--- config.mk ---
export PLATFORM = sky130hd
export DESIGN_NAME = rd_data_capture
export DESIGN_NICKNAME = d
export VERILOG_FILES = /design/src/rtl/rd_data_capture_pkg.sv /design/src/rtl/rd_data_capture_fifo.sv /design/src/rtl/rd_data_capture.sv
export SDC_FILE = /design/constraint.sdc
export NUM_CORES = 1
export LEC_CHECK = 0
export BUFFER_PORTS_ARGS = -buffer_cell sky130_fd_sc_hd__clkbuf_2
export CAP_MARGIN = 20
export CELL_PAD_IN_SITES_DETAIL_PLACEMENT = 0
export CELL_PAD_IN_SITES_GLOBAL_PLACEMENT = 1
export CORE_MARGIN = 2
export CORE_UTILIZATION = 31
export DETAILED_ROUTE_END_ITERATION = 10
export PLACE_DENSITY_LB_ADDON = 0.1
export RECOVER_POWER = 50
export SLEW_MARGIN = 30
export SYNTH_ARGS = -nofsm -noshare
export SYNTH_HDL_FRONTEND = slang
export SYNTH_SLANG_ARGS = --single-unit
--- constraint.sdc ---
create_clock -name clk0 -period 1.7 [get_ports clk0]
set_clock_uncertainty 0.1 [all_clocks]
set_input_delay 0.085 -clock clk0 [delete_from_list [all_inputs] [get_ports clk0]]
set_output_delay 0.085 -clock clk0 [all_outputs]
set_load 0.01 [all_outputs]
--- src/rtl/rd_data_capture_pkg.sv ---
// Shared sizes and helpers for the SDRAM read-data capture path.
// The optional capture FIFO is enabled by defining RD_CAPTURE_FIFO_EN.
package rd_data_capture_pkg;

  localparam int DATA_SIZE  = 32;
  localparam int BURST_SIZE = 4;
  localparam int CAS_SIZE   = 3;
  localparam int FIFO_DEPTH = 8;
  localparam int FIFO_PTR_W = 3;
  localparam int DL_LEN     = 4;

  // One expect bit in flight; long_lat selects the 3-stage tap instead of 2.
  typedef struct packed {
    logic vld;
    logic last;
    logic long_lat;
  } dl_stage_t;

  function automatic logic [BURST_SIZE-1:0] burst_beats(input logic [BURST_SIZE-1:0] bl);
    case (bl)
      BURST_SIZE'(1), BURST_SIZE'(2), BURST_SIZE'(4), BURST_SIZE'(8): burst_beats = bl;
      default: burst_beats = BURST_SIZE'(1);
    endcase
  endfunction

endpackage

--- src/rtl/rd_data_capture_fifo.sv ---
// 8-entry capture FIFO holding {last, data}; drops and flags overflow when full.
// Only instantiated when RD_CAPTURE_FIFO_EN is defined.
module rd_capture_fifo
  import rd_data_capture_pkg::*;
#(
  parameter int W = DATA_SIZE + 1
) (
  input  logic         clk_i,
  input  logic         rst_i,
  input  logic         push_i,
  input  logic [W-1:0] data_i,
  input  logic         pop_i,
  output logic         valid_o,
  output logic [W-1:0] data_o,
  output logic         ovf_o
);

  logic [W-1:0]          mem_q [FIFO_DEPTH];
  logic [FIFO_PTR_W-1:0] wptr_q, rptr_q;
  logic [FIFO_PTR_W:0]   cnt_q;
  logic                  ovf_q;
  logic                  full, empty, do_pop, do_push, drop;

  assign full    = (cnt_q == (FIFO_PTR_W+1)'(FIFO_DEPTH));
  assign empty   = (cnt_q == '0);
  assign do_pop  = pop_i & ~empty;
  // A pop in the same cycle frees the slot, so push-on-full is legal then.
  assign do_push = push_i & (~full | do_pop);
  assign drop    = push_i & full & ~do_pop;

  always_ff @(posedge clk_i or posedge rst_i) begin
    if (rst_i) begin
      wptr_q <= '0;
      rptr_q <= '0;
      cnt_q  <= '0;
      ovf_q  <= 1'b0;
    end else begin
      if (do_push) wptr_q <= wptr_q + 1'b1;
      if (do_pop)  rptr_q <= rptr_q + 1'b1;
      case ({do_push, do_pop})
        2'b10:   cnt_q <= cnt_q + 1'b1;
        2'b01:   cnt_q <= cnt_q - 1'b1;
        default: cnt_q <= cnt_q;
      endcase
      if (drop) ovf_q <= 1'b1;
    end
  end

  always_ff @(posedge clk_i) begin
    if (do_push) mem_q[wptr_q] <= data_i;
  end

  assign valid_o = ~empty;
  assign data_o  = empty ? '0 : mem_q[rptr_q];
  assign ovf_o   = ovf_q;

endmodule

--- src/rtl/rd_data_capture.sv ---
// SDRAM read-data capture: tracks expected beats through a CAS-latency delay line
// and captures registered DQ on alignment. Define RD_CAPTURE_FIFO_EN for buffering.
module rd_data_capture
  import rd_data_capture_pkg::*;
#(
  parameter int data_size  = DATA_SIZE,
  parameter int burst_size = BURST_SIZE,
  parameter int cas_size   = CAS_SIZE
) (
  input  logic                  clk0,
  input  logic                  reset,
  input  logic                  page_mod,
  input  logic                  do_reada,
  input  logic                  do_writea1,
  input  logic                  do_preacharge,
  input  logic                  do_refresh,
  input  logic [burst_size-1:0] bur_len,
  input  logic [cas_size-1:0]   cas_lat,
  input  logic [data_size-1:0]  sdr_dq_in,
  input  logic                  rd_ready,
  output logic                  rd_valid,
  output logic [data_size-1:0]  rd_data,
  output logic                  rd_last,
  output logic                  rd_busy,
  output logic                  rd_ovf
);

  logic [burst_size-1:0] cnt_q, cnt_d, beats;
  logic                  win_q, win_d;
  logic                  lat_long_q, lat_long_d;
  logic                  term;
  dl_stage_t             issue;
  dl_stage_t             dl_q [DL_LEN];
  logic [data_size-1:0]  dq_p0_q;
  logic                  cap_vld, cap_last, dl_busy;

  // Issue stage: one expect bit per cycle; a new read always overrides.
  always_comb begin
    term       = do_writea1 | do_preacharge | do_refresh;
    beats      = burst_beats(bur_len);
    cnt_d      = cnt_q;
    win_d      = win_q;
    lat_long_d = lat_long_q;
    issue      = '0;
    if (do_reada) begin
      lat_long_d = (cas_lat != cas_size'(2));
      issue.vld  = 1'b1;
      if (page_mod) begin
        win_d = 1'b1;
        cnt_d = '0;
      end else begin
        win_d      = 1'b0;
        cnt_d      = beats - burst_size'(1);
        issue.last = (beats == burst_size'(1));
      end
    end else if (win_q) begin
      if (term) win_d = 1'b0;
      else      issue.vld = 1'b1;
    end else if (cnt_q != '0) begin
      issue.vld  = 1'b1;
      issue.last = (cnt_q == burst_size'(1));
      cnt_d      = cnt_q - burst_size'(1);
    end
    issue.long_lat = lat_long_d;
  end

  always_ff @(posedge clk0 or posedge reset) begin
    if (reset) begin
      cnt_q      <= '0;
      win_q      <= 1'b0;
      lat_long_q <= 1'b0;
      dq_p0_q    <= '0;
      for (int i = 0; i < DL_LEN; i++) dl_q[i] <= '0;
    end else begin
      cnt_q      <= cnt_d;
      win_q      <= win_d;
      lat_long_q <= lat_long_d;
      dq_p0_q    <= sdr_dq_in;
      dl_q[0]    <= issue;
      dl_q[1]    <= dl_q[0];
      dl_q[2]    <= dl_q[1];
      // Short-latency bits are consumed at stage 2 and do not travel further.
      dl_q[3]    <= dl_q[2].long_lat ? dl_q[2] : '0;
    end
  end

  // Capture stage: delayed expect bit aligned with registered DQ.
  always_comb begin
    cap_vld  = (dl_q[2].vld & ~dl_q[2].long_lat) | dl_q[3].vld;
    cap_last = dl_q[3].vld ? dl_q[3].last : (dl_q[2].vld & ~dl_q[2].long_lat & dl_q[2].last);
    dl_busy  = dl_q[0].vld | dl_q[1].vld | dl_q[2].vld | dl_q[3].vld;
  end

`ifdef RD_CAPTURE_FIFO_EN
  logic [data_size:0] fifo_data;
  logic               fifo_vld;

  rd_capture_fifo #(
    .W(data_size + 1)
  ) u_fifo (
    .clk_i  (clk0),
    .rst_i  (reset),
    .push_i (cap_vld),
    .data_i ({cap_last, dq_p0_q}),
    .pop_i  (rd_ready),
    .valid_o(fifo_vld),
    .data_o (fifo_data),
    .ovf_o  (rd_ovf)
  );

  assign rd_valid = fifo_vld;
  assign rd_data  = fifo_data[data_size-1:0];
  assign rd_last  = fifo_data[data_size];
  assign rd_busy  = (cnt_q != '0) | win_q | dl_busy | fifo_vld;
`else
  logic unused_rd_ready;
  assign unused_rd_ready = rd_ready;

  assign rd_valid = cap_vld;
  assign rd_data  = cap_vld ? dq_p0_q : '0;
  assign rd_last  = cap_vld & cap_last;
  assign rd_busy  = (cnt_q != '0) | win_q | dl_busy;
  assign rd_ovf   = 1'b0;
`endif

endmodule

==> results.sh, run 1 <==
export IMPL_final_min_period_over_clock_period_pct=94.4
export IMPL_count_of_clock_tree_sinks=48
export IMPL_worstMarginPinSlew_ns=0.811
export IMPL_syn2layout_area_growth_pct=56.5
export IMPL_timing_critical_path_max_delay_family="flip-flops"
export IMPL_routabilityCongestion=0.729
export IMPL_final_antenna_net_count=0
export IMPL_slew_headroom_pct=45.8
export IMPL_detail_route_iter0_violations=62
export IMPL_numPortBuffers=80
export IMPL_rsz0062_at_grt="no"
export IMPL_placement_rows=27
export IMPL_setup_worst_path_class="reg -> reg"
export IMPL_layout_area_seq_sq_um=1200
export IMPL_hold_worst_slack_ns=0.0461
export IMPL_layout_cell_share_with_drive_strength_beyond_1_pct=37.5
export IMPL_start_kind="flip-flop"
export IMPL_final_setup_viol_count=0
export IMPL_run_status="finished, final reports clean"
export IMPL_setup_total_negative_slack_ns=0
export IMPL_finalWorstPathRequiredPeriod_ns=1.60
export IMPL_diodes=0
export IMPL_hold_path_class="in -> reg"
export IMPL_synthesis_area_sq_um=1770
export IMPL_io_pins=83
export IMPL_syn_num_nets=187
export IMPL_critical_path_cell_chain="inv_2, ha_4, or3b_1, a31oi_1, o32a_1"
export IMPL_floorplan_die_height_microns=79.6
export IMPL_cap_viol_max_count=0
export IMPL_ir_worst_vdd_mv=0.488
export IMPL_detailroute_via_count=1434
export IMPL_place_worst_setup_slack_ns=0.0252
export IMPL_multi_input_area_sq_um=541
export IMPL_post_cts_setup_buffer_count=0
export IMPL_critPathMaxFanout=7
export IMPL_worstSkewPairLatency_ns=0.30
export IMPL_cts_root_to_sink_buffers=2
export IMPL_finalMaxSlewViolations=0
export IMPL_drc=0
export IMPL_power_density_nw_per_um2=1140
export IMPL_detailed_place_hpwl_mm=2.71
export IMPL_yosysUniqueCellTypes=33
export IMPL_drt_pre_antenna_iters=4
export IMPL_route_detailed_wl_per_inst_microns=11.8
export IMPL_core_region_area_sq_um=5510
export IMPL_fmax_mhz=623
export IMPL_grt_max_degree=35
export IMPL_finalWorstSetupSlack_ns=0.0960
export IMPL_vias_per_cell=4.33
export IMPL_cpPeakStageDelay_ns=0.42
export IMPL_totalPowerFinal_mw=3.17
export IMPL_endpoint_kind="flip-flop"
export IMPL_tritoncts_clock_tree="done"
export IMPL_synth_seq_area_share_pct=67.8
export IMPL_cts_max_level=2
export IMPL_cts_buffers_inserted=5
export IMPL_critPathArrivalTime_ns=1.74
export IMPL_grt_ovfl_total=0
export IMPL_clkSlewWorstSetupHoldPaths_ns=0.08
export IMPL_groute_usage_overall_pct=13.5
export IMPL_leakagePower_nw=1.35
export IMPL_fp_dieW_microns=79.6
export IMPL_routed_wirelength_mm=3.90
export IMPL_grt_antenna_before_repair=0
export IMPL_layout_nets=307
export IMPL_grt_pass1_vias=1477
export IMPL_post_synth_cell_area_avg_sq_um=12.8
export IMPL_slowest_stage_cell_crit_path="dfrtp_1"
export IMPL_wire_length_of_the_first_global_routing_pass_mm=6.47
export IMPL_design_die_area_sq_um=6330
export IMPL_cts_root_buffer_type="clkbuf_8"
export IMPL_syn_instance_count=138
export IMPL_synth_yosys_warnings=0
export IMPL_report_final_hold_viol_count=0
export IMPL_crit_buf_inv=1
export IMPL_ys_ff_latch=48
export IMPL_fin_util_pct=50.3
export IMPL_worst_endpoint_required_ns=1.83
export IMPL_initial_core_utilization_pct=32.2
export IMPL_num_fill_cells=511
[layer usage]
layer / share of wire [%] / wire length [microns] / global-route usage, %
met1: 37 / 1460 / 13.4
met2: 55 / 2130 / 25.7
met3: 5.9 / 229 / 4.30
met4: 1.9 / 74 / 5.17
met5: 0 / 0 / 0
[area by class of cell]
class	count	share of cell area, %
sequential	48	43.3
timing repair buffer	118	28.6
multi-input combinational	78	19.5
tap	72	3.25
clock buffer	6	2.98
clock inverter	2	1.40
inverter	7	0.948
[layout by cell type (no fill, tap or decap), types with 2 or more instances in the layout]
| master | Yosys | layout |
|---|---|---|
| dfrtp_1 | 48 | 48 |
| mux2i_1 | 2 | 2 |
| dlygate4sd3_1 | 0 | 36 |
| nand3_1 | 2 | 2 |
| inv_1 | 7 | 5 |
| nor2_1 | 9 | 9 |
| clkbuf_8 | 0 | 6 |
| inv_2 | 0 | 2 |
| clkbuf_2 | 0 | 80 |
| nor4_1 | 3 | 3 |
| nor2b_1 | 35 | 34 |
[worst paths after layout]
path | start | to | depth (start not counted) | slack, ns
hold / removal | do_reada | cnt_q[3] | 2 | 0.05
min in group asynchronous | reset | dq_p0_q[13] | 3 | 0.38
max in group asynchronous | reset | dq_p0_q[27] | 4 | 0.50
hold reg to reg | dl_q[10] | dl_q[7] | 0 | 0.25
setup reg to reg | cnt_q[0] | cnt_q[1] | 5 | 0.1
setup / recovery | cnt_q[0] | cnt_q[1] | 5 | 0.1
[sequential cells by signal, summed over array words and instances (netlist names)]
signal / cells
dq_p0_q: 32
cnt_q: 4
dl_q: 11
win_q: 1
[Yosys cell counts, drive strengths merged]
master | number | area share (%)
mux2 | 1 | 0.64
a21oi | 2 | 0.78
o21ai | 1 | 0.28
nor4 | 3 | 1.1
or3 | 1 | 0.35
inv | 7 | 1.5
nand3 | 2 | 0.57
and2 | 2 | 0.71
xor2 | 1 | 0.49
nor2 | 9 | 1.9
a211o | 1 | 0.49
buf | 1 | 0.42
nor3b | 2 | 0.85
or4b | 1 | 0.57
o32a | 1 | 0.57
o211ai | 1 | 0.42
mux2i | 2 | 1.1
o31a | 1 | 0.49
o2111ai | 1 | 0.49
or3b | 1 | 0.49
and3b | 1 | 0.49
conb | 1 | 0.21
o32ai | 1 | 0.49
nor4b | 1 | 0.49
nand2b | 1 | 0.35
a31oi | 1 | 0.35
ha | 2 | 1.4
nor2b | 35 | 12
or4 | 1 | 0.42
dfrtp | 48 | 68
a22o | 1 | 0.49
clkbuf | 4 | 0.85
[logic make-up after synthesis]
family,after synthesis,share of synthesized area (%)
adder cells (fa/ha/maj),2,1.41
multiplexers,3,1.77
buffers and inverters,12,2.76
AO/OA/AOI/OAI,11,4.88
XOR/XNOR,1,0.495
other,1,0.212
flip-flops,48,67.8
AND/OR/NAND/NOR,60,20.6
[through the flow]
step,area [sq um],cells
floorplan,1770,138
finish,2770,331
global route,2770,331
global placement,2270,287
CTS,2750,331
detailed placement,2270,287
[what timing repair did]
item | CTS | global route
hold endpoints to repair | 53 | 0
resized for setup | 1 | 6
hold buffers | 36 | 0
endpoints found under the setup margin | 1 | 38
[power breakdown]
part	leakage, nW	internal, mW	switching (mW)	total [mW]
Clock	0.0614	0.481	0.365	0.845
Sequential	0.560	1.27	0.103	1.37
Combinational	0.731	0.461	0.485	0.946
Total	1.35	2.21	0.952	3.17
[worst register-to-register path, delay by kind of cell, from the launching register on]
| kind | cells | cell delay [ns] |
|---|---|---|
| buf+inv | 1 | 0.10 |
| simple gates | 1 | 0.38 |
| compound gates | 2 | 0.37 |
| flops | 1 | 0.42 |
| fa+ha+maj | 1 | 0.16 |
No activity file was read; power rests on OpenSTA's default activity.
==> run 2: changes to the inputs <==
- PLACE_DENSITY: unset -> 0.71
- PLACE_DENSITY_LB_ADDON: 0.1 -> unset
- REMOVE_ABC_BUFFERS: unset -> 1
==> results.sh, run 2 (synthesis gave the netlist of run 1 again) <==
export IMPL_fmax_mhz=629
export IMPL_run_status="finished, final reports clean"
export IMPL_endpoint_kind="output pin"
export IMPL_route_detailed_wl_per_inst_microns=11.2
export IMPL_grt_pass1_vias=1305
export IMPL_detailed_place_hpwl_mm=2.54
export IMPL_cts_root_buffer_type="clkbuf_8"
export IMPL_rsz0062_at_grt="no"
export IMPL_wire_length_of_the_first_global_routing_pass_mm=5.87
export IMPL_cts_max_level=2
export IMPL_layout_nets=313
export IMPL_ir_worst_vdd_mv=0.425
export IMPL_largest_register_ff_count=32
export IMPL_grt_antenna_before_repair=0
export IMPL_drc=0
export IMPL_groute_usage_overall_pct=12.1
export IMPL_final_common_cell="clkbuf_2"
export IMPL_report_final_hold_viol_count=0
export IMPL_start_kind="flip-flop"
export IMPL_design_die_area_sq_um=6330
export IMPL_grt_max_degree=28
export IMPL_layout_cell_share_with_drive_strength_beyond_1_pct=38.1
export IMPL_setup_worst_path_class="reg -> out"
export IMPL_io_pins=83
export IMPL_diodes=0
export IMPL_critPathArrivalTime_ns=1.40
export IMPL_syn2layout_area_growth_pct=56.9
export IMPL_worstMarginPinSlew_ns=1.00
export IMPL_finalWorstPathRequiredPeriod_ns=1.59
export IMPL_most_common_layout_cells="78 x clkbuf_2, 48 x dfrtp_1, 36 x dlygate4sd3_1, 34 x nor2b_1, 9 x nor2_1"
export IMPL_placement_rows=27
export IMPL_cts_buffers_inserted=5
export IMPL_cts_root_to_sink_buffers=2
export IMPL_leakagePower_nw=1.37
export IMPL_numPortBuffers=80
export IMPL_finalMaxSlewViolations=0
export IMPL_detailroute_via_count=1394
export IMPL_clkSlewWorstSetupHoldPaths_ns=0.08
export IMPL_hold_worst_slack_ns=0.0144
export IMPL_grt_ovfl_total=0
export IMPL_floorplan_die_height_microns=79.6
export IMPL_final_antenna_net_count=0
export IMPL_routabilityCongestion=0.753
export IMPL_layout_cells_non_filler=337
export IMPL_final_min_period_over_clock_period_pct=93.5
export IMPL_setup_total_negative_slack_ns=0
export IMPL_power_density_nw_per_um2=1110
export IMPL_core_region_area_sq_um=5510
export IMPL_max_flop_register="dq_p0_q"
export IMPL_slew_headroom_pct=33.0
export IMPL_cap_viol_max_count=0
export IMPL_final_setup_viol_count=0
export IMPL_hold_path_class="in -> reg"
export IMPL_tritoncts_clock_tree="done"
export IMPL_drt_pre_antenna_iters=4
export IMPL_initial_core_utilization_pct=32.2
export IMPL_vias_per_cell=4.14
export IMPL_critPathMaxFanout=5
export IMPL_fp_dieW_microns=79.6
export IMPL_count_of_clock_tree_sinks=48
export IMPL_worst_endpoint_required_ns=1.51
export IMPL_largestRegisters="dq_p0_q (32), dl_q (11), cnt_q (4)"
export IMPL_detail_route_iter0_violations=20
export IMPL_worstSkewPairLatency_ns=0.29
export IMPL_place_detailed_instances=291
export IMPL_routed_wirelength_mm=3.79
export IMPL_totalPowerFinal_mw=3.07
-- run 2: cell count changes in the layout (fill, tap and decap cells not counted), sizes merged --
cell / change
inv: +1
bufinv: -1
clkbuf: -1
buf: +7
-- run 2: repair_timing --
item / CTS / global route
hold buffers: 36 / 0
endpoints found under the hold margin: 59 / 0
resized for setup: 1 / 7
setup endpoints to repair: 1 / 2
setup buffers: 0 / 2
-- run 2: metrics by stage --
| stage | cell area [sq um] | utilization, % | setup WS, ns |
|---|---|---|---|
| 2_1_floorplan | 1750 | - | 0.140 |
| 3_3_place_gp | 2280 | 41.5 | 0.145 |
| 3_5_place_dp | 2280 | 41.5 | 0.146 |
| 4_1_cts | 2740 | 49.8 | 0.0156 |
| 5_1_grt | 2780 | 50.4 | 0.0154 |
| 6_report | 2780 | 50.4 | 0.111 |
-- run 2: area by class of cell --
| type | instances | area [sq um] |
|---|---|---|
| Fill cell | 501 | 2730 |
| Clock inverter | 2 | 13.8 |
| Timing Repair Buffer | 124 | 823 |
| Inverter | 7 | 26.3 |
| Clock buffer | 6 | 82.6 |
| Tap cell | 72 | 90.1 |
| Sequential cell | 48 | 1200 |
| Multi-Input combinational cell | 78 | 541 |
-- run 2: per-layer routing --
metal	share of wire [%]	up-vias	global-route usage (%)
li1	-	701	-
met1	44	624	15.4
met2	48	63	19.6
met3	7.4	6	3.85
met4	1.1	0	3.62
met5	0	-	0
-- run 2: power by group --
| part | total [mW] | switching [mW] | internal (mW) |
|---|---|---|---|
| combinational | 1.01 | 0.497 | 0.509 |
| clock | 0.691 | 0.358 | 0.332 |
| sequential | 1.37 | 0.103 | 1.27 |
-- run 2: critical path: stages, from the launching register on --
cell and delay (ns):
dfrtp_1 0.42, inv_2 0.09, ha_4 0.14, buf_6 0.10, nor2b_4 0.13, nand3_1 0.07
buf_2 0.15
-- run 2: final timing paths --
kind / startpoint / to / slack [ns] / depth (start not counted)
worst max-delay path: cnt_q[0] / rd_busy / 0.11 / 6
worst min-delay path: bur_len[0] / cnt_q[0] / 0.01 / 4
worst min register to register: dl_q[7] / dl_q[4] / 0.25 / 0
min in group asynchronous: reset / dl_q[9] / 0.45 / 3
worst max register to register: cnt_q[0] / cnt_q[0] / 0.13 / 5
max in group asynchronous: reset / dq_p0_q[3] / 0.31 / 4
